`src/rtl/valve_sequencer.sv`:
```
`default_nettype none
// ============================================================================
// Module  : valve_sequencer
// Brief   : Multi-channel solenoid valve pulse-train generator (trig -> rep+1 pulses)
// Revision: 1.0
// ============================================================================
module valve_sequencer #(
    parameter int NUM_CH = 4,
    parameter int LEN_W  = 24,
    parameter int REP_W  = 4,
    parameter int RETRIG = 0
) (
    input  logic                      clk,
    input  logic                      reset_n,
    input  logic [NUM_CH-1:0]         trig,
    input  logic [NUM_CH-1:0]         abort,
    input  logic [NUM_CH*LEN_W-1:0]   pulse_len,
    input  logic [NUM_CH*LEN_W-1:0]   gap_len,
    input  logic [NUM_CH*REP_W-1:0]   rep,
    output logic [NUM_CH-1:0]         valve_out,
    output logic [NUM_CH-1:0]         busy,
    output logic [NUM_CH-1:0]         done
);

    localparam bit c_RETRIG = (RETRIG != 0);

    typedef enum logic [1:0] {
        S_IDLE = 2'd0,
        S_ON   = 2'd1,
        S_GAP  = 2'd2
    } state_t;

    genvar gi;
    generate
        for (gi = 0; gi < NUM_CH; gi++) begin : g_ch
            state_t           r_state, w_state_nxt;
            logic [LEN_W-1:0] r_cnt, w_cnt_nxt;
            logic [LEN_W-1:0] r_len, w_len_nxt;
            logic [LEN_W-1:0] r_gap, w_gap_nxt;
            logic [REP_W-1:0] r_rep, w_rep_nxt;
            logic [REP_W-1:0] r_pcnt, w_pcnt_nxt;
            logic             r_valve;
            logic             r_done, w_done_nxt;
            logic [LEN_W-1:0] w_in_len, w_in_gap;
            logic [REP_W-1:0] w_in_rep;
            logic             w_start;

            assign w_in_len = pulse_len[gi*LEN_W +: LEN_W];
            assign w_in_gap = gap_len[gi*LEN_W +: LEN_W];
            assign w_in_rep = rep[gi*REP_W +: REP_W];
            // A trig on the last ON cycle counts as "busy", so it only starts when retriggerable.
            assign w_start  = trig[gi] && ((r_state == S_IDLE) || c_RETRIG);

            always_comb begin
                w_state_nxt = r_state;
                w_cnt_nxt   = r_cnt;
                w_len_nxt   = r_len;
                w_gap_nxt   = r_gap;
                w_rep_nxt   = r_rep;
                w_pcnt_nxt  = r_pcnt;
                w_done_nxt  = 1'b0;
                if (abort[gi]) begin
                    w_state_nxt = S_IDLE;
                    w_cnt_nxt   = '0;
                    w_pcnt_nxt  = '0;
                end else if (w_start) begin
                    w_len_nxt  = w_in_len;
                    w_gap_nxt  = w_in_gap;
                    w_rep_nxt  = w_in_rep;
                    w_pcnt_nxt = '0;
                    if (w_in_len == '0) begin
                        w_state_nxt = S_IDLE;
                        w_cnt_nxt   = '0;
                        w_done_nxt  = 1'b1;
                    end else begin
                        w_state_nxt = S_ON;
                        w_cnt_nxt   = w_in_len - 1'b1;
                    end
                end else begin
                    case (r_state)
                        S_ON: begin
                            if (r_cnt != '0) begin
                                w_cnt_nxt = r_cnt - 1'b1;
                            end else if (r_pcnt == r_rep) begin
                                w_state_nxt = S_IDLE;
                                w_pcnt_nxt  = '0;
                                w_done_nxt  = 1'b1;
                            end else begin
                                // Zero gap is stretched to one cycle so every pulse has edges.
                                w_state_nxt = S_GAP;
                                w_pcnt_nxt  = r_pcnt + 1'b1;
                                w_cnt_nxt   = (r_gap == '0) ? '0 : r_gap - 1'b1;
                            end
                        end
                        S_GAP: begin
                            if (r_cnt != '0) begin
                                w_cnt_nxt = r_cnt - 1'b1;
                            end else begin
                                w_state_nxt = S_ON;
                                w_cnt_nxt   = r_len - 1'b1;
                            end
                        end
                        default: begin
                            w_state_nxt = S_IDLE;
                        end
                    endcase
                end
            end

            always_ff @(posedge clk or negedge reset_n) begin
                if (!reset_n) begin
                    r_state <= S_IDLE;
                    r_cnt   <= '0;
                    r_len   <= '0;
                    r_gap   <= '0;
                    r_rep   <= '0;
                    r_pcnt  <= '0;
                    r_valve <= 1'b0;
                    r_done  <= 1'b0;
                end else begin
                    r_state <= w_state_nxt;
                    r_cnt   <= w_cnt_nxt;
                    r_len   <= w_len_nxt;
                    r_gap   <= w_gap_nxt;
                    r_rep   <= w_rep_nxt;
                    r_pcnt  <= w_pcnt_nxt;
                    r_valve <= (w_state_nxt == S_ON);
                    r_done  <= w_done_nxt;
                end
            end

            assign valve_out[gi] = r_valve;
            assign busy[gi]      = (r_state != S_IDLE);
            assign done[gi]      = r_done;
        end
    endgenerate

endmodule
`default_nettype wire

```
`config.mk`:
```
export PLATFORM = sky130hd
export DESIGN_NAME = valve_sequencer
export DESIGN_NICKNAME = d
export VERILOG_FILES = /design/src/rtl/valve_sequencer.sv
export SDC_FILE = /design/constraint.sdc
export NUM_CORES = 1
export LEC_CHECK = 0
export CAP_MARGIN = 20
export CORE_ASPECT_RATIO = 1.25
export CORE_MARGIN = 3
export CORE_UTILIZATION = 57
export DETAILED_ROUTE_END_ITERATION = 10
export PLACE_DENSITY_LB_ADDON = 0.12
export SLEW_MARGIN = 10
export SYNTH_ARGS = -nofsm -noshare
export SYNTH_HDL_FRONTEND = slang
export SYNTH_SLANG_ARGS = --single-unit
```
`constraint.sdc`:
```
create_clock -name clk -period 6.1 [get_ports clk]
set_input_delay 0.915 -clock clk [delete_from_list [all_inputs] [get_ports clk]]
set_output_delay 0.915 -clock clk [all_outputs]
set_load 0.05 [all_outputs]
```
==> Yosys cells after proc, flatten, opt, wreduce, memory -nomap -nowiden <==
Cells that the tools add are included.
{ "word_totals": {"ff_bits": 336, "latch_bits": 0, "ramBits": 0, "romBits": 0, "input_bits": 218, "output_inout_bits": 12, "word_cells": 228, "memories": 0} }
{ "op_classes": {"add_sub_neg": 20, "multipliers": 0, "div": 0, "order_cmp": 0, "eq_ne": 24, "n_shift": 0, "mux": 104, "bitwise_logic": 4, "n_reduce_logical": 44} }
{ "ops": {"columns": ["op", "count"], "rows": [
  ["$mux 24", 28],
  ["$sub 24x1->24 const B", 16],
  ["$logic_not 24->1", 8],
  ["$pmux 24 s2", 4],
  ["$reduce_bool 24->1", 4],
  ["$mux 4", 20],
  ["$mux 2", 20],
  ["$mux 1", 28],
  ["$reduce_and 2->1", 12],
  ["$ne 5x5->1 const B", 4],
  ["$add 4x1->4 const B", 4],
  ["$eq 2x1->1 const B", 8],
  ["$eq 4x4->1", 4],
  ["$pmux 2 s2", 4],
  ["$reduce_bool 4->1", 4],
  ["$ne 3x3->1 const B", 4],
  ["$reduce_bool 3->1", 4],
  ["$eq 2x2->1 const B", 4],
  ["$logic_not 2->1", 4],
  ["$reduce_bool 2->1", 4],
  ["$logic_and 1x1->1", 4],
  ["$not 1->1", 4]
]} }

==> Depth between registers and ports, before layout <==
Gate-level depths: netlist of the first run.
{ "logic_depth": {"depth_word": 7, "depth_mapped": 12, "mapped_depth_nobuf": 9} }

==> Worst setup path before layout of the first run <==
OpenSTA, ideal clock, no wires.
{ "synth_path": {"path_type": "input-to-reg", "from": "input pulse_len[63]", "to": "register g_ch[2].r_cnt[14]", "arrival_time_ns": 3.076, "path_slack_ns": 2.904, "cell_stages": 6, "n_path_buf": 0, "path_cell_list": "or4_1 > or3_1 > or4_1 > o21bai_1 > o22ai_1 > a31o_2"} }
{ "synth_via": {"elab_chain_cells": 4} }
{ "synth_rtl": {"columns": ["item", "line", "rtl"], "rows": [
  ["from (decl)", "17", "input logic [NUM_CH*LEN_W-1:0] pulse_len,"],
  ["$logic_not 24->1", "71", "if (w_in_len == '0) begin"],
  ["$mux 24", "71", null],
  ["$mux 24", "66", "end else if (w_start) begin"],
  ["$mux 24", "62", "if (abort[gi]) begin"],
  ["to (signal assigned)", "122", "r_cnt <= w_cnt_nxt;"],
  ["to (decl)", "37", "logic [LEN_W-1:0] r_cnt, w_cnt_nxt;"]
]} }
No other way between the ends.
A chain may end at the register's enable or synchronous reset.

==> Worst setup path in the final report of the first run <==
{ "layout_path": {"from": "register g_ch[3].r_cnt[0]", "to": "register g_ch[3].r_cnt[3]"} }
{ "layout_via": {"elab_chain_cells": 5} }
{ "layout_rtl": {"columns": ["item", "line", "rtl"], "rows": [
  ["from (decl)", "37", null],
  ["from (signal assigned)", "122", null],
  ["$sub 24x1->24 or $reduce_bool 24->1 (tied branches)", null, null],
  ["$mux 24, on equally long branches", "96, 82", null],
  ["$pmux 24 s2", "80", "case (r_state)"],
  ["$mux 24", "66", null],
  ["$mux 24", "62", null]
]} }
Several ways; a longest one is shown, not always the timed one.

==> impl_metrics.py, run 1 <==
metrics = {
    "sta": {
        "final.setup.tns_ns": 0,
        "slew_violations": 0,
        "min_period_ns": 3.84,
        "setup_viol": 0,
        "finalClockSkew_ns": 0.0153,
        "fin_ws_ns": 2.26,
        "hold_viol_final": 0,
        "relSlewSlack_pct": 24.7,
        "rsz0062_at_grt": "false",
        "period_share_pct": 63.0,
        "worstMarginPinSlew_ns": 1.13,
        "clock.fmax_mhz": 260,
    },
    "cts": {
        "worstSkewPairLatency_ns": 0.55,
        "clk_pin_slew_ns": 0.06,
        "cts_made_buffers": 39,
        "cts.sinks": 336,
        "cts_tree": "yes",
        "cts_htree_levels": 2,
        "root_buffer": "clkbuf_16",
        "postCtsSetupBuffers": 0,
        "hold_buffers": 0,
        "cts.path.max_buffers": 3,
        "cts_resized": 0,
    },
    "setup_path": {
        "ff2ff_setup_slack_ns": 2.26,
        "path_max_fanout": 15,
        "start_kind": "register",
        "reg2reg_depth": 10,
        "worstSetupEndpointType": "register",
        "r2r_end": "g_ch[3].r_cnt[3]",
        "critPathArrivalTime_ns": 4.27,
        "crit_type": "register to register",
        "r2r-start": "g_ch[3].r_cnt[0]",
        "crit_required_ns": 6.52,
    },
    "placement": {
        "placed_area_um2": 24600,
        "hpwl_um": 44900,
        "numPortBuffers": 229,
        "gp_congestion": 0.906,
        "place_ws_ns": 1.88,
    },
    "run": {
        "drv_cap": 0,
    },
    "synthesis": {
        "synthFlopType": "dfrtp_1",
        "synth_cell_type_count": 83,
        "synth_nets": 2560,
        "ys_ff_latch": 336,
        "yosysWarnings": 0,
        "syn_area_per_cell_um2": 9.55,
        "synth_area_leader_cell": "dfrtp_1",
        "synth_common_cells": "dfrtp_1 (336), mux2_2 (200), nor2_1 (191), xor2_1 (154)",
        "synth_enable_flop_cells": 0,
        "synthArstFlopShare_pct": 100,
        "synth.top_cell.area_share_pct": 38.2,
        "synthTopCellsByArea": "dfrtp_1 (38%), mux2_2 (10%), xor2_1 (6.1%)",
        "ys_seq_area_share_pct": 38.2,
        "synth_most_common_cell": "dfrtp_1",
        "netlist_area_um2": 22000,
        "synthCells": 2304,
    },
    "grt": {
        "grt_use_total_pct": 29.0,
        "grt_start_max_net_pins": 164,
        "grt_overflow_total": 0,
        "antenna_found_initial": 3,
        "grt_pass1_wl_um": 98100,
        "grt_pass1_vias": 18808,
    },
    "finish": {
        "syn_to_final_growth_pct": 17.9,
        "nNetsFinal": 2743,
        "n_fill_cell": 3012,
        "drive_gt1_share_pct": 12.9,
        "fin_area_um2": 25900,
        "utilization_pct": 68.9,
    },
    "floorplanning": {
        "core_um2": 37700,
        "die-area_um2": 41000,
        "rows": 79,
        "start_util_pct": 58.4,
        "die_height_um": 226,
        "ioPinCount": 230,
        "die_x_um": 182,
    },
    "detailed_routing": {
        "via_per_inst": 6.38,
        "first_pass_iters": 6,
        "ant_nets": 0,
        "drt_wl_total_um": 61300,
        "drtIter0Drc": 1463,
        "vias": 19183,
        "wl_per_cell_um": 20.4,
        "drc": 0,
    },
    "power_and_ir_drop": {
        "p_leak_nw": 9.98,
        "finalPower_mw": 6.85,
        "powerDensity_nw_per_um2": 264,
        "ir_worst_vdd_uv": 277,
    },
    "hold_path": {
        "min_path_type": "input port to asynchronous set/reset pin",
    },
    "status": {
        "status": "completed",
    },
}
## placed cells by master, fill, tap and decap left out, types with 15 or more instances in the layout
| master | instances |
|---|---|
| a211oi_1 | 30 |
| a21oi_1 | 98 |
| a221oi_1 | 51 |
| a22oi_1 | 15 |
| a31oi_1 | 17 |
| buf_4 | 20 |
| clkbuf_16 | 41 |
| clkdlybuf4s50_1 | 228 |
| dfrtp_1 | 336 |
| ha_1 | 38 |
| inv_1 | 53 |
| mux2_2 | 200 |
| nand2_1 | 131 |
| nand2b_1 | 15 |
| nand3_1 | 37 |
| nand3b_1 | 16 |
| nand4_1 | 21 |
| nor2_1 | 191 |
| nor3_1 | 107 |
| nor4_1 | 86 |
| o211ai_1 | 20 |
| o21ai_0 | 84 |
| o221ai_1 | 30 |
| or3_1 | 55 |
| or4_1 | 52 |
| xnor2_1 | 131 |
| xor2_1 | 154 |
## where the power goes
part           internal [mW]  switching, mW  total, mW  leakage, nW
Clock                   1.47          0.969       2.44        0.658
Combinational          0.733          0.716       1.45         5.18
Sequential              2.55          0.406       2.96         4.14
Total                   4.76           2.09       6.85         9.98
## worst max-delay path by stage
stage / startpoint / cells after the start / to
2_1_floorplan: pulse_len[63] / 6 / g_ch[2].r_cnt[14]
3_3_place_gp: pulse_len[50] / 7 / g_ch[2].r_cnt[14]
3_5_place_dp: pulse_len[50] / 7 / g_ch[2].r_cnt[14]
4_1_cts: g_ch[1].r_cnt[3] / 6 / g_ch[1].r_cnt[18]
5_1_grt: g_ch[1].r_cnt[2] / 7 / g_ch[1].r_cnt[16]
6_report: g_ch[3].r_cnt[0] / 10 / g_ch[3].r_cnt[3]
## metal layers
layer  vias to the layer above  GRT usage, %  wire [um]
li1                       9000             -          -
met1                      9346          37.2      25200
met2                       720          50.0      30500
met3                       117          5.20       4080
met4                         0          8.95       1580
met5                         -             0          0
## sequential cells by signal (all words and copies together), names as in the netlist
signal	flops
g_ch.r_valve	4
g_ch.r_cnt	96
g_ch.r_gap	96
g_ch.r_state	8
g_ch.r_rep	16
g_ch.r_len	96
g_ch.r_pcnt	16
g_ch.r_done	4
## worst max-delay path: stages, from the launching register on
cell and delay, ns:
dfrtp_1 0.41, inv_1 0.09, ha_1 0.19, nor4b_1 0.43, nand3_1 0.37, or2_2 0.49
or3_1 0.64, buf_4 0.32, a221oi_1 0.46, a211oi_1 0.12, o22a_1 0.20
## kinds of logic (layout without fill, tap and decap cells)
family / Yosys count / count (layout) / share of synthesized area, %
AND/OR/NAND/NOR: 796 / 796 / 19.2
AO/OA/AOI/OAI: 473 / 473 / 15.1
flip-flops: 336 / 336 / 38.2
XOR/XNOR: 285 / 285 / 11.3
multiplexers: 213 / 213 / 10.8
buffers and inverters: 163 / 375 / 3.10
adder cells (fa/ha/maj): 38 / 38 / 2.16
other: 0 / 3 / 0
## final cells by class
cell class / count / area, um2 / share of cell area (%)
Timing Repair Buffer: 250 / 2470 / 9.51
Inverter: 55 / 206 / 0.796
Clock buffer: 57 / 1190 / 4.57
Sequential cell: 336 / 8410 / 32.4
Tap cell: 486 / 608 / 2.34
Antenna cell: 3 / 7.51 / 0.0289
Clock inverter: 13 / 145 / 0.559
Multi-Input combinational cell: 1805 / 12900 / 49.8
## per-stage QoR
step                std cells  hold slack [ns]
finish                   3005            0.253
global route             3005            0.257
CTS                      3001            0.240
detailed placement       2931            0.483
global placement         2931            0.483
floorplan                2304            0.461
(Power assumes the default switching activity.)
==> run 2: changes to the inputs <==
- clock period: 6.1 -> 3.7 ns (I/O delays scaled with it)
==> run 2 against run 1 <==
Non-clock buffer count grew 54. Sequential power grew 65%. Critical endpoint is now g_ch[0].r_cnt[13]. Highest routed layer unchanged. Worst hold slack lost 0.18 ns. Critical path depth shrank 3.
==> impl_metrics.py, run 2 (synthesis gave the netlist of run 1 again) <==
metrics = {
    "setup_path": {
        "path_cells": "nor4_1 -> nand4_2 -> or4_1 -> a21oi_1 -> buf_4 -> nor2_1 -> a221o_1",
        "worstSetupEndpointType": "register",
        "r2r-start": "g_ch[0].r_cnt[10]",
        "path_buf_inv": 1,
        "critPathArrivalTime_ns": 3.66,
        "cp_slowest_cell": "nor4_1",
        "crit_type": "register to register",
        "ff2ff_setup_slack_ns": 0.46,
        "path_max_fanout": 21,
        "reg2reg_depth": 7,
        "start_kind": "register",
        "cp_top_family": "simple AND/OR/NAND/NOR gates",
        "crit_required_ns": 4.12,
        "r2r_end": "g_ch[0].r_cnt[13]",
        "cp_slowest_stage_delay_ns": 0.70,
    },
    "placement": {
        "hpwl_um": 46200,
        "gp_congestion": 0.963,
        "numPortBuffers": 229,
    },
    "sta": {
        "slew_violations": 0,
        "clock.fmax_mhz": 308,
        "setup_viol": 0,
        "period_share_pct": 87.7,
        "hold_viol_final": 0,
        "finalClockSkew_ns": 0.0144,
        "rsz0062_at_grt": "false",
        "worstMarginPinSlew_ns": 0.951,
        "final.setup.tns_ns": 0,
        "relSlewSlack_pct": 36.6,
        "min_period_ns": 3.24,
    },
    "status": {
        "status": "completed",
    },
    "power_and_ir_drop": {
        "powerDensity_nw_per_um2": 422,
        "p_leak_nw": 10.2,
        "ir_worst_vdd_uv": 329,
        "finalPower_mw": 11.1,
    },
    "cts": {
        "cts_tree": "yes",
        "cts.path.max_buffers": 3,
        "postCtsSetupBuffers": 0,
        "worstSkewPairLatency_ns": 0.54,
        "cts.sinks": 336,
        "cts_made_buffers": 37,
        "root_buffer": "clkbuf_16",
        "cts_htree_levels": 2,
        "hold_buffers": 0,
        "clk_pin_slew_ns": 0.06,
        "cts_resized": 0,
    },
    "detailed_routing": {
        "via_per_inst": 6.38,
        "first_pass_iters": 5,
        "ant_nets": 0,
        "drtIter0Drc": 1663,
        "drt_wl_total_um": 61900,
        "wl_per_cell_um": 20.3,
        "drc": 0,
        "vias": 19483,
    },
    "finish": {
        "nNetsFinal": 2795,
        "reg_top3": "g_ch.r_cnt x96, g_ch.r_gap x96, g_ch.r_len x96",
        "final_common_cell": "dfrtp_1",
        "utilization_pct": 69.7,
        "final_cell_mix": "dfrtp_1 (336), clkdlybuf4s50_1 (228), mux2_2 (200), nor2_1 (191), xor2_1 (154)",
        "drive_gt1_share_pct": 14.5,
        "syn_to_final_growth_pct": 19.4,
    },
    "grt": {
        "grt_start_max_net_pins": 103,
        "grt_use_total_pct": 29.2,
        "grt_overflow_total": 0,
        "grt_pass1_vias": 19097,
        "grt_pass1_wl_um": 98700,
        "antenna_found_initial": 3,
    },
    "floorplanning": {
        "die_height_um": 226,
        "rows": 79,
        "ioPinCount": 230,
        "die-area_um2": 41000,
        "die_x_um": 182,
        "core_um2": 37700,
        "start_util_pct": 58.4,
    },
    "run": {
        "drv_cap": 0,
    },
    "hold_path": {
        "min_path_type": "input port to asynchronous set/reset pin",
    },
}
## run 2: power breakdown
| part | leakage, nW | switching (mW) | internal (mW) |
|---|---|---|---|
| registers | 4.14 | 0.668 | 4.21 |
| clock network | 0.609 | 1.53 | 2.24 |
| logic | 5.45 | 1.19 | 1.24 |
| total | 10.2 | 3.39 | 7.69 |
## run 2: layout make-up
cell class	count	area [um2]
Sequential cell	336	8410
Clock buffer	53	1080
Clock inverter	13	144
Inverter	55	206
Multi-Input combinational cell	1805	12900
Fill cell	2981	11400
Tap cell	486	608
Timing Repair Buffer	304	2900
Antenna cell	3	7.51
## run 2: how the worst max path moves through the flow
stage          slack [ns]               from  cells past startpoint           endpoint
2_1_floorplan        0.86   g_ch[3].r_cnt[0]                     11  g_ch[3].r_cnt[15]
3_3_place_gp         0.40      pulse_len[63]                      7   g_ch[2].r_cnt[7]
3_5_place_dp         0.32      pulse_len[63]                      7  g_ch[2].r_cnt[11]
4_1_cts              0.48   g_ch[3].r_cnt[0]                     10  g_ch[3].r_cnt[12]
5_1_grt              0.22   g_ch[3].r_cnt[0]                     10  g_ch[3].r_cnt[12]
6_report             0.46  g_ch[0].r_cnt[10]                      7  g_ch[0].r_cnt[13]
## run 2: worst reg2reg max path: cells and delay by family (launching register included)
kind / cells / cell delay [ns]
and+or+nand+nor: 4 / 1.90
AOI/OAI and AO/OA: 2 / 0.51
DFF: 1 / 0.44
buffers and inverters: 1 / 0.27
## run 2: per-stage QoR
stage               std cells  cell area (um2)  hold WS [ns]  worst slack, ns
finish                   3055            26300        0.0739            0.455
global route             3055            26300         0.115            0.221
CTS                      3051            26200         0.102            0.483
detailed placement       2985            25000         0.488            0.322
global placement         2985            25000         0.488            0.395
floorplan                2304            22000         0.259            0.862
## run 2: layer usage
| layer | routed length (um) | track usage, % | part of all wire, % | vias to the layer above |
|---|---|---|---|---|
| li1 | - | - | - | 9087 |
| met1 | 25200 | 37.6 | 41 | 9475 |
| met2 | 30600 | 50.5 | 49 | 786 |
| met3 | 4150 | 4.17 | 6.7 | 135 |
| met4 | 2010 | 10.3 | 3.3 | 0 |
| met5 | 0 | 0 | 0 | - |
==> run 3: changes to the inputs <==
- PLACE_DENSITY: unset -> 0.8
- PLACE_DENSITY_LB_ADDON: 0.12 -> unset
- clock period: 3.7 -> 3.9 ns (I/O delays scaled with it)
==> run 3 against run 2 <==
Global-route usage down 0.17 points. Sequential power is 4.9% lower. Critical path type unchanged. Largest power group unchanged. Highest routed layer unchanged. First-iteration DRC count rose by 0.96%. Sequential share of layout area grew 0.17 points. Clock power fell by 5.3%. Register-to-register slack improved by 0.07 ns. Worst hold slack worse by 0.0052 ns.
==> impl_metrics.py, run 3 (synthesis gave the netlist of run 1 again) <==
metrics = {
    "power_and_ir_drop": {
        "powerDensity_nw_per_um2": 402,
        "power_switching_mw": 3.22,
        "seq_power_share_pct": 44.2,
        "p_leak_nw": 10.1,
        "switching_share_pct": 30.7,
        "ir_worst_vdd_uv": 495,
        "pwr-share-clk_pct": 33.9,
        "comb_power_share_pct": 21.9,
        "p_int_mw": 7.27,
    },
    "setup_path": {
        "worstSetupEndpointType": "register",
        "cp_slowest_cell": "nor4_2",
        "critPathArrivalTime_ns": 3.80,
        "path_cells": "nor4_2 -> nand4b_2 -> nor4_2 -> buf_4 -> a41o_1 -> nor2_1 -> a41o_1",
        "path_max_fanout": 11,
        "cp_slowest_stage_delay_ns": 0.69,
        "reg2reg_depth": 7,
        "crit_type": "register to register",
        "crit_required_ns": 4.32,
        "start_kind": "register",
    },
    "finish": {
        "syn_to_final_growth_pct": 18.7,
        "nNetsFinal": 2782,
        "final_common_cell": "dfrtp_1",
        "num_antenna_cells": 0,
        "reg_top3": "g_ch.r_cnt x96, g_ch.r_gap x96, g_ch.r_len x96",
        "final_cell_mix": "dfrtp_1 (336), clkdlybuf4s50_1 (228), mux2_2 (200), nor2_1 (191), xor2_1 (154)",
        "drive_gt1_share_pct": 14.0,
    },
    "floorplanning": {
        "rows": 79,
        "die-area_um2": 41000,
        "die_height_um": 226,
        "die_x_um": 182,
        "core_um2": 37700,
        "ioPinCount": 230,
        "start_util_pct": 58.4,
    },
    "cts": {
        "hold_buffers": 0,
        "cts_resized": 0,
        "root_buffer": "clkbuf_16",
        "postCtsSetupBuffers": 0,
        "cts_tree": "yes",
        "clk_pin_slew_ns": 0.06,
        "cts.path.max_buffers": 3,
        "cts_htree_levels": 2,
        "worstSkewPairLatency_ns": 0.54,
        "cts_made_buffers": 38,
        "cts.sinks": 336,
    },
    "grt": {
        "antenna_found_initial": 0,
        "grt_pass1_vias": 19495,
        "grt_use_total_pct": 29.0,
        "grt_pass1_wl_um": 98900,
        "grt_overflow_total": 0,
        "grt_start_max_net_pins": 119,
    },
    "sta": {
        "setup_viol": 0,
        "relSlewSlack_pct": 23.6,
        "finalClockSkew_ns": 0.0215,
        "period_share_pct": 86.6,
        "clock.fmax_mhz": 296,
        "rsz0062_at_grt": "false",
        "slew_violations": 0,
        "hold_ws_ns": 0.0687,
        "worstMarginPinSlew_ns": 1.14,
        "min_period_ns": 3.38,
        "final.setup.tns_ns": 0,
        "hold_viol_final": 0,
    },
    "run": {
        "drv_cap": 0,
    },
    "detailed_routing": {
        "met1_length_um": 24700,
        "drtIter0Drc": 1679,
        "highest_layer": "met4",
        "drc": 0,
        "vias": 19653,
        "drt_wl_total_um": 61900,
        "ant_nets": 0,
        "wl_met2_um": 31300,
        "wl_met3_um": 4010,
        "wl_per_cell_um": 20.4,
        "via_per_inst": 6.48,
        "first_pass_iters": 6,
    },
    "placement": {
        "gp_congestion": 0.938,
        "numPortBuffers": 229,
        "hpwl_um": 45300,
    },
    "hold_path": {
        "min_path_type": "input port to asynchronous set/reset pin",
    },
    "status": {
        "status": "completed",
    },
}
## run 3: cell types whose count changed in the layout (fill, tap and decap cells not counted), sizes merged
cell	delta
buf	-14
bufinv	-1
diode	-3
clkinv	-3
clkinvlp	+1
## run 3: worst paths after layout
check / start / to / slack (ns)
min: reset_n / g_ch[1].r_cnt[2] / 0.07
min in group clk: g_ch[3].r_len[1] / g_ch[3].r_len[1] / 0.52
min reg2reg: g_ch[3].r_len[1] / g_ch[3].r_len[1] / 0.52
max: g_ch[1].r_cnt[3] / g_ch[1].r_cnt[18] / 0.52
max in group asynchronous: reset_n / g_ch[0].r_gap[5] / 2.73
max reg2reg: g_ch[1].r_cnt[3] / g_ch[1].r_cnt[18] / 0.52
## run 3: metrics by stage
| stage | cell area [um2] | cells | worst slack (ns) | total power, mW | utilization (%) |
|---|---|---|---|---|---|
| 5_1_grt | 26100 | 3035 | 0.401 | 11.0 | 69.4 |
| 3_5_place_dp | 24900 | 2971 | 0.325 | 6.93 | 66.1 |
| 2_1_floorplan | 22000 | 2304 | 1.03 | 6.04 | - |
| 6_report | 26100 | 3035 | 0.523 | 10.5 | 69.4 |
| 3_3_place_gp | 24900 | 2971 | 0.389 | 6.82 | 66.1 |
| 4_1_cts | 26100 | 3034 | 0.598 | 10.5 | 69.4 |
## run 3: layer usage
layer | global-route usage [%] | vias to the layer above
met5 | 0 | -
met4 | 10.3 | 0
met3 | 4.70 | 171
met2 | 51.0 | 820
met1 | 36.4 | 9588
li1 | - | 9074
## run 3: power by group through the flow
stage                     Combinational [mW]  Sequential [mW]  Clock (mW)
after floorplan                         1.55             4.49           0
after global placement                  2.19             4.63           0
final                                   2.30             4.64        3.56
after global routing                    2.52             4.71        3.73
after CTS                               2.29             4.62        3.61
after detailed placement                2.26             4.67           0
## run 3: layout make-up
class,instances,area [um2]
clock buffer,53,1110
clock inverter,10,106
inverter,55,206
fill,2835,11500
multi-input combinational,1805,12900
tap,486,608
timing repair buffer,290,2780
sequential,336,8410
## run 3: worst max-delay path, delay by kind of cell (launching register included)
family	cells	cell delay, ns
AND/OR/NAND/NOR	4	1.79
flip-flops	1	0.45
buffers and inverters	1	0.25
AO/OA/AOI/OAI	2	0.74
